File: src/rtl/prog_clock_divider.sv
// Runtime-programmable integer clock divider with a one-cycle enable pulse,
// a divided clock that is high for ceil(D/2) cycles, and fixed power-of-two taps.
module prog_clock_divider #(
  parameter int DIV_W     = 8,
  parameter int NUM_TAPS  = 3,
  parameter int RESET_DIV = 2
) (
  input  logic                clk,
  input  logic                rst,
  input  logic [DIV_W-1:0]    div_val,
  input  logic                div_load,
  output logic                div_pending,
  output logic                clk_div,
  output logic                clk_en,
  output logic [NUM_TAPS-1:0] clk_pow2
);

  typedef enum logic {ST_STOP, ST_RUN} state_t;

  state_t              state_reg, state_next;
  logic [DIV_W-1:0]    cnt_reg, cnt_next;
  logic [DIV_W-1:0]    div_reg, div_next;
  logic [DIV_W-1:0]    pend_val_reg, pend_val_next;
  logic                pend_reg, pend_next;
  logic                clk_div_reg, clk_div_next;
  logic                clk_en_reg, clk_en_next;
  logic [NUM_TAPS-1:0] taps_reg;

  logic                boundary;
  logic [DIV_W-1:0]    div_new;
  logic [DIV_W-1:0]    div_sel;
  logic [DIV_W:0]      half;

  always_ff @(posedge clk or posedge rst) begin
    if (rst) begin
      state_reg    <= ST_STOP;
      cnt_reg      <= '0;
      div_reg      <= DIV_W'(RESET_DIV);
      pend_val_reg <= '0;
      pend_reg     <= 1'b0;
      clk_div_reg  <= 1'b0;
      clk_en_reg   <= 1'b0;
      taps_reg     <= '0;
    end else begin
      state_reg    <= state_next;
      cnt_reg      <= cnt_next;
      div_reg      <= div_next;
      pend_val_reg <= pend_val_next;
      pend_reg     <= pend_next;
      clk_div_reg  <= clk_div_next;
      clk_en_reg   <= clk_en_next;
      taps_reg     <= taps_reg + NUM_TAPS'(1);
    end
  end

  // A stopped divider treats every edge as a period boundary, so a pending
  // divisor (or the reset divisor right after reset) starts its period at once.
  always_comb begin
    state_next    = state_reg;
    cnt_next      = cnt_reg;
    div_next      = div_reg;
    pend_val_next = pend_val_reg;
    pend_next     = pend_reg;
    clk_div_next  = 1'b0;
    clk_en_next   = 1'b0;

    boundary = (state_reg == ST_STOP) || (cnt_reg == div_reg - DIV_W'(1));
    div_new  = pend_reg ? pend_val_reg : div_reg;
    div_sel  = boundary ? div_new : div_reg;
    half     = ({1'b0, div_sel} + (DIV_W+1)'(1)) >> 1;

    if (boundary) begin
      div_next  = div_new;
      pend_next = 1'b0;
      cnt_next  = '0;
      if (div_new == '0) begin
        state_next = ST_STOP;
      end else begin
        state_next   = ST_RUN;
        clk_en_next  = 1'b1;
        clk_div_next = 1'b1;
      end
    end else begin
      cnt_next     = cnt_reg + DIV_W'(1);
      clk_div_next = ({1'b0, cnt_next} < half);
    end

    // A load on a boundary edge queues behind the value applied on that edge.
    if (div_load) begin
      pend_val_next = div_val;
      pend_next     = 1'b1;
    end
  end

  assign div_pending = pend_reg;
  assign clk_div     = clk_div_reg;
  assign clk_en      = clk_en_reg;
  assign clk_pow2    = taps_reg;

endmodule

File: config.mk
export PLATFORM = sky130hd
export DESIGN_NAME = prog_clock_divider
export DESIGN_NICKNAME = d
export VERILOG_FILES = /design/src/rtl/prog_clock_divider.sv
export SDC_FILE = /design/constraint.sdc
export NUM_CORES = 1
export LEC_CHECK = 0
export ABC_AREA = 1
export CORE_MARGIN = 2
export CORE_UTILIZATION = 30
export CTS_BUF_LIST = sky130_fd_sc_hd__clkbuf_16
export DETAILED_ROUTE_END_ITERATION = 6
export PLACE_DENSITY = 0.5
export SLEW_MARGIN = 30
export SYNTH_ARGS = -nofsm -noshare
export SYNTH_HDL_FRONTEND = slang
export SYNTH_SLANG_ARGS = --single-unit
File: constraint.sdc
create_clock -name clk -period 11.66 [get_ports clk]
set_clock_uncertainty 0.2 [all_clocks]
set_input_delay 1.166 -clock clk [delete_from_list [all_inputs] [get_ports clk]]
set_output_delay 1.166 -clock clk [all_outputs]
set_load 0.05 [all_outputs]
## Yosys cells after proc, flatten, opt, wreduce, memory -nomap -nowiden

Index checks and enable logic that the tools add are counted.

- Bits in registers: 31
- Latch bits: 0
- Bits in writable memories: 0
- Bits in read-only memories: 0
- Bits of input ports: 11
- Output and inout bits: 6
- Logic and storage cells: 26
- Memories: 0

- Add/subtract/negate cells: 4
- Multiply operators: 0
- Div/mod/pow operators: 0
- $lt $le $gt $ge: 1
- Eq/ne operators: 1
- Shifts and indexed selects: 0
- Muxes and demuxes: 8
- Bitwise gates (word level): 1
- Reductions and logical operators: 3

Operators by type and width:

| cell | count |
|---|---|
| 8-bit 2-to-1 mux | 3 |
| 8-bit by 1-bit adder with 9-bit output, second input constant | 1 |
| 8-bit by 1-bit adder with 8-bit output, second input constant | 1 |
| 8-bit equality test | 1 |
| 8-bit zero test | 1 |
| 8-bit < comparator | 1 |
| 8-bit by 1-bit subtractor with 8-bit output, second input constant | 1 |
| 1-bit 2-to-1 mux | 5 |
| 3-bit by 1-bit adder with 3-bit output, second input constant | 1 |
| 2-bit nonzero test | 1 |
| 1-bit logical OR | 1 |
| 1-bit inverter | 1 |

## Logic depth before layout (Yosys ltp)

Gate-level depths: netlist (run 1).

- Depth in word-level cells: 7
- Gate-level depth with buffers: 26
- Depth with buffers taken out: 25

## Least setup slack after synthesis (run 1)

Ideal clock, no wire load.

- Path type: register -> register
- Start point: register div_reg[1]
- End point: register clk_div_reg, in the netlist clk_div
- Setup time: 0.120 ns
- Arrival time: 3.329 ns
- Required time: 11.340 ns
- Path slack: 8.011 ns
- Cell stages (with the launch flop): 27
- Buffers on the path: 1
- Period minus slack after synthesis: 3.649 ns
- Cells stage by stage: dfstp_2 -> inv_1 -> ha_1 -> inv_1 -> nand2_1 -> nand2_1 -> nand2_1 -> nor2_1 -> nand3_1 -> nor2_2 -> nand3_4 -> nand2_4 -> buf_12 -> nand2_1 -> o21ai_2 -> inv_1 -> ha_1 -> nand2_1 -> nor2_1 -> xnor2_1 -> ha_1 -> nand2_1 -> o21ai_0 -> a21oi_1 -> nor2_1 -> o211ai_1 -> a31o_2

- Longest elaborated chain between the ends: 7
- Elaborated cells between the ends (all ways): 10
- Classes of those cells: add/sub: 2; order compare: 1; eq/ne: 1; mux: 4; reduce/logical: 2

RTL lines:

| item | line | source |
|---|---|---|
| start, declared | 22 | `logic [DIV_W-1:0] div_reg, div_next;` |
| start signal, assigned | 38 | `div_reg <= DIV_W'(RESET_DIV);` |
| start signal, assigned | 47 | `div_reg <= div_next;` |
| 8-bit by 1-bit subtractor with 8-bit output | 67 | `boundary = (state_reg == ST_STOP) \|\| (cnt_reg == div_reg - DIV_W'(1));` |
| 8-bit equality test | 67 |  |
| 1-bit logical OR | 67 |  |
| 8-bit 2-to-1 mux | n/a |  |
| 8-bit by 1-bit adder with 9-bit output | 70 | `half = ({1'b0, div_sel} + (DIV_W+1)'(1)) >> 1;` |
| 8-bit < comparator | 85 | `clk_div_next = ({1'b0, cnt_next} < half);` |
| 1-bit 2-to-1 mux (*) | 72 | `if (boundary) begin` |
| via clk_div_next | 25 | `logic clk_div_reg, clk_div_next;` |
| end signal, assigned | 50 | `clk_div_reg <= clk_div_next;` |
| end, declared | 25 |  |

Mark *: on every way through the listed nets, which the timed path passes. The rest lies on a longest branch.
A chain may end at the register's enable or synchronous reset.

## Worst setup path in the final report (run 1)

Same ends and word-level chain as after synthesis.

==> flow_metrics.tcl, run 1 <==
set metrics [dict create \
    outcome "complete, no violations" \
    antenna_found_initial 0 \
    holdCritPathClass "reg -> reg" \
    fillCellCount 736 \
    maxSlewHeadroom 0.662 \
    initial_core_util 0.310 \
    grt_pass1_wl_um 7690 \
    netlist_instances 262 \
    grt_use_total 0.129 \
    core_um2 6760 \
    final_nets 303 \
    layout_commonest_cell "nand2_1" \
    fin_area_um2 2460 \
    syn_area_um2 2090 \
    final_cell_mix "60 x nand2_1, 44 x inv_1, 30 x dfrtp_1" \
    dp_hpwl_um 3320 \
    finalCritPeriodShare 0.341 \
    cts_resized 0 \
    area_growth_pct 17.4 \
    start_kind "flip-flop" \
    boundaryPins 17 \
    critical-path-top-cell-by-count "nand2_1" \
    critPathSlowestCell "dfstp_2" \
    h-tree-depth 2 \
    synth_area_leader_cell "dfrtp_1" \
    first_iter_violations 55 \
    cts-root-buf "clkbuf_16" \
    overflow 0 \
    syn-num-nets 284 \
    synth_warnings 0 \
    ff_latch_area_um2 777 \
    post-cts-setup-buffer-count 0 \
    crit_type "reg -> reg" \
    cp_data_required_time_ps 11680 \
    multi_input_area_um2 1100 \
    vias_per_cell 4.44 \
    hold_buffers 0 \
    route.detailed.drc 0 \
    dpl.cell_count 354 \
    fp-row-count 30 \
    synth.distinct_cells 33 \
    synth_top_area_frac 0.358 \
    cts_made_buffers 5 \
    placed_cell_area_um2 2320 \
    post_route_cells_drive_above_1_share 0.156 \
    cap_violations 0 \
    synth-seq-area-share 0.371 \
    cp-end-kind "flip-flop" \
    ir_worst_vdd_v 0.000137 \
    drtPass1Iterations 6 \
    pwr_density_cell_nw_per_um2 249 \
    synth-seq-cells 31 \
    synth_area_per_cell_um2 7.99 \
    path_clk_slew_ps 50 \
    power.total_uw 612 \
    grt_pass1_vias 1657 \
    max_stage_delay_ps 560 \
    cts_sinks 31 \
    die_h_um 87.6 \
    clk_path_buf_depth 2 \
    finalWirelength_um 4280 \
    crit_arrival_ps 3990 \
    clock_latency_ps 280 \
    finalMaxSlewViolations 0 \
    dieArea_um2 7670 \
    cts_tree "yes" \
    wl_per_cell_um 11.8 \
    fin_cells 362 \
    tightest_slew_ps 505 \
    crit_fanout 20 \
    place_congestion 0.823 \
    grt_max_degree 32 \
    chipWidth_um 87.6 \
    synth.area.top_cells "dfrtp_1 36%, nand2_1 11%, inv_1 7.7%" \
    finalHoldViolations 0 \
    vias 1607 \
    antenna_cells 0 \
    p_leak_uw 0.00132 \
    async_reset_ff_frac 1.00 \
    postRouteAntennaNets 0 \
    finalSetupTns_ps 0 \
    timing.fmax_ghz 0.252 \
    fin_crit_ps 3970 \
    ys.flop_type "dfrtp_1" \
    io_buffers 16 \
    synth_edf_count 0 \
    setup_viol_count_final 0 \
    rsz0062_at_grt "no" \
]
[worst max-delay path: cells and delay by family, from the launching register on]
| family | cells | cell delay (ps) |
|---|---|---|
| AO/OA/AOI/OAI | 6 | 800 |
| XOR/XNOR | 1 | 120 |
| adder cells (fa/ha/maj) | 3 | 800 |
| buffers and inverters | 3 | 210 |
| flip-flops | 1 | 560 |
| AND/OR/NAND/NOR | 12 | 1200 |
[routing by layer]
| metal | share of wire | up-vias | wire length [µm] | GRT usage |
|---|---|---|---|---|
| met2 | 0.45 | 24 | 1920 | 0.204 |
| met4 | 0.020 | 0 | 84 | 0.0503 |
| met5 | 0 | - | 0 | 0 |
| met1 | 0.51 | 730 | 2170 | 0.171 |
| met3 | 0.026 | 6 | 112 | 0.0302 |
| li1 | - | 847 | - | - |
[report_power, final]
part	leakage [µW]	internal (µW)	switching, µW
Combinational	0.000874	122	186
Sequential	0.000371	141	38.4
Clock	0.0000710	77.7	46.3
[kinds of logic (layout without fill, tap and decap cells)]
family	count (synthesis)	in the layout	synth area share
AO/OA/AOI/OAI	28	28	0.0747
flip-flops	31	31	0.371
AND/OR/NAND/NOR	129	129	0.338
adder cells (fa/ha/maj)	11	11	0.0657
XOR/XNOR	11	11	0.0460
buffers and inverters	52	72	0.105
[final timing paths]
check                         endpoint  depth (start not counted)         from  slack (ps)
min                        clk_pow2[0]                          1  clk_pow2[0]         260
max in group asynchronous   div_reg[1]                          3          rst        9860
max                            clk_div                         25   div_reg[1]        7690
min reg2reg                clk_pow2[0]                          1  clk_pow2[0]         260
max reg2reg                    clk_div                         25   div_reg[1]        7690
min in group asynchronous       clk_en                          3          rst        1080
[cell usage after synthesis (2+ instances only)]
| library cell | count |
|---|---|
| ha_1 | 11 |
| nand3_2 | 2 |
| dfrtp_1 | 30 |
| xor2_1 | 7 |
| nand4_1 | 3 |
| nand3_1 | 15 |
| nor2_1 | 19 |
| clkbuf_1 | 2 |
| xnor2_1 | 4 |
| a21oi_1 | 4 |
| nand2_1 | 60 |
| inv_1 | 43 |
| inv_2 | 4 |
| nor2_2 | 5 |
| nand2_4 | 14 |
| o21ai_0 | 18 |
| nor3_1 | 2 |
| nor2_4 | 3 |
| a31o_2 | 2 |
[stage by stage]
step	utilization	setup WS [ps]	hold slack, ps
finish	0.364	7690	258
global route	0.364	7260	268
CTS	0.364	7640	257
detailed placement	0.343	7650	246
global placement	0.343	7750	249
floorplan	-	8010	268
[final cells by class]
cell class | count | area share
clock buffers | 5 | 0.0509
inverters | 47 | 0.0717
clock inverters | 3 | 0.00661
flip-flops and latches | 31 | 0.316
multi-input cells | 179 | 0.446
well taps | 80 | 0.0407
repair buffers | 17 | 0.0682
(Power assumes the default switching activity.)
==> inputs of run 2 (changes only) <==
--- a/config.mk
+++ b/config.mk
@@ -10,7 +10,7 @@
 export CORE_UTILIZATION = 30
 export CTS_BUF_LIST = sky130_fd_sc_hd__clkbuf_16
 export DETAILED_ROUTE_END_ITERATION = 6
-export PLACE_DENSITY = 0.5
+export PLACE_DENSITY = 0.51
 export SLEW_MARGIN = 30
 export SYNTH_ARGS = -nofsm -noshare
 export SYNTH_HDL_FRONTEND = slang
==> constraint.sdc (replaced) <==
create_clock -name clk -period 3.5 [get_ports clk]
set_clock_uncertainty 0.2 [all_clocks]
set_input_delay 0.35 -clock clk [delete_from_list [all_inputs] [get_ports clk]]
set_output_delay 0.35 -clock clk [all_outputs]
set_load 0.05 [all_outputs]
==> run 2 against run 1 <==
Net effect: critical path depth shrank 1; sequential cell count is the same; first-iteration DRC count grew 35%; register-to-register slack lost 7600 ps; clock power grew to 4.5 times the previous value.
==> flow_metrics.tcl, run 2 (same netlist as run 1, synthesis figures left out) <==
set metrics [dict create \
    outcome "complete, no violations" \
    finalCritPeriodShare 0.983 \
    boundaryPins 17 \
    grt_max_degree 32 \
    pwr-share-clk 0.243 \
    dpl.cell_count 361 \
    start_kind "flip-flop" \
    grt_pass1_vias 1693 \
    p_leak_uw 0.00141 \
    place_congestion 0.827 \
    seqPwrFrac 0.258 \
    crit_arrival_ps 3400 \
    p_sw_uw 942 \
    route.detailed.drc 0 \
    post_route_cells_drive_above_1_share 0.213 \
    finalSetupTns_ps 0 \
    cts_sinks 31 \
    vias 1645 \
    critPathLaunch "div_reg[1]" \
    rrSetupSlack_ps 60 \
    cp-end-kind "flip-flop" \
    power.total_uw 2290 \
    io_buffers 16 \
    ir_worst_vdd_v 0.000517 \
    core_um2 6760 \
    first_iter_violations 74 \
    crit_type "reg -> reg" \
    crit-reg2reg-launch "div_reg[1]" \
    dieArea_um2 7670 \
    path_clk_slew_ps 50 \
    overflow 0 \
    grt_pass1_wl_um 7670 \
    clk_path_buf_depth 2 \
    tightest_slew_ps 518 \
    antenna_found_initial 0 \
    initial_core_util 0.310 \
    clock_latency_ps 280 \
    cap_violations 0 \
    area_growth_pct 26.9 \
    layout_commonest_cell "nand2_1" \
    die_h_um 87.6 \
    cts_tree "yes" \
    crit_fanout 5 \
    postRouteAntennaNets 0 \
    fin_cells 371 \
    comb_power_share 0.499 \
    cts_made_buffers 5 \
    fin_crit_ps 3440 \
    finalWirelength_um 4290 \
    finalHoldViolations 0 \
    antenna_cells 0 \
    dpl_worst_slack_ps 32.2 \
    pwr_density_cell_nw_per_um2 863 \
    grt_use_total 0.128 \
    min_from "clk_pow2[0]" \
    h-tree-depth 2 \
    timing.fmax_ghz 0.291 \
    holdCritPathClass "reg -> reg" \
    switching_share 0.411 \
    maxSlewHeadroom 0.651 \
    finalMaxSlewViolations 0 \
    final_cell_mix "58 x nand2_1, 42 x inv_1, 30 x dfrtp_1" \
    wl_per_cell_um 11.6 \
    vias_per_cell 4.43 \
    cts-root-buf "clkbuf_16" \
    final_nets 312 \
    dp_hpwl_um 3350 \
    rsz0062_at_grt "yes" \
    chipWidth_um 87.6 \
    drtPass1Iterations 4 \
    setup_viol_count_final 0 \
    cp_data_required_time_ps 3460 \
    intPower_uw 1350 \
    finalWorstSetupSlack_ps 61.0 \
    fp-row-count 30 \
]
-- run 2: cell types whose count changed in the layout (fill, tap and decap cells not counted), sizes merged --
cell | previous run | this run
buf | 1 | 10
bufinv | 0 | 2
clkinv | 1 | 0
clkinvlp | 1 | 0
-- run 2: per-stage QoR --
stage | hold WS [ps] | util | cell area [µm²]
2_1_floorplan | 253 | - | 2120
3_3_place_gp | 248 | 0.355 | 2400
3_5_place_dp | 245 | 0.355 | 2400
4_1_cts | 257 | 0.383 | 2590
5_1_grt | 276 | 0.394 | 2660
6_report | 249 | 0.394 | 2660
-- run 2: layer usage --
metal,vias up,track usage,share of wire
li1,864,-,-
met4,0,0.0392,0.019
met1,752,0.172,0.49
met5,-,0,0
met2,22,0.202,0.46
met3,7,0.0320,0.031
-- run 2: power by group through the flow --
stage          sequential [µW]  combinational [µW]  clock [µW]
6_report                   592                1140         557
5_1_grt                    610                1320         585
4_1_cts                    592                1110         574
3_5_place_dp               598                1110           0
3_3_place_gp               603                1100           0
2_1_floorplan              592                 858           0
-- run 2: worst paths after layout --
check / to / depth (start not counted)
min in group asynchronous: clk_pow2[0] / 3
worst max register to register: clk_div / 24
worst max-delay path: clk_div / 24
max in group asynchronous: div_reg[1] / 3
worst min-delay path: clk_pow2[0] / 1
worst min register to register: clk_pow2[0] / 1
-- run 2: repair_timing --
action	4_1_cts	5_1_grt
setup buffers	0	2
hold buffers	0	0
hold endpoints to repair	0	0
endpoints found under the setup margin	0	1
gates resized for setup	0	8
-- run 2: layout make-up --
class	count	area (µm²)
Fill cell	715	4100
Clock buffer	5	125
Sequential cell	31	777
Multi-Input combinational cell	179	1160
Clock inverter	3	63.8
Inverter	47	176
Tap cell	80	100
Timing Repair Buffer	26	251
-- run 2: worst max-delay path, stage by stage, from the launching register on --
cell and delay, ps:
dfstp_2 530, inv_2 40, ha_4 250, nand2_1 50, nand2_1 50, nand2_1 50, nor2_1 90, nand3_1 90
nor2_2 130, nand3_4 110, nand2_8 130, nand2_4 60, o21ai_4 80, inv_2 70, ha_4 170, nand2_4 60
nor2_2 40, xnor2_1 110, ha_1 300, nand2_1 60, o21ai_1 140, a21oi_1 80, nor2_1 110, o211ai_1 110
a31o_2 230
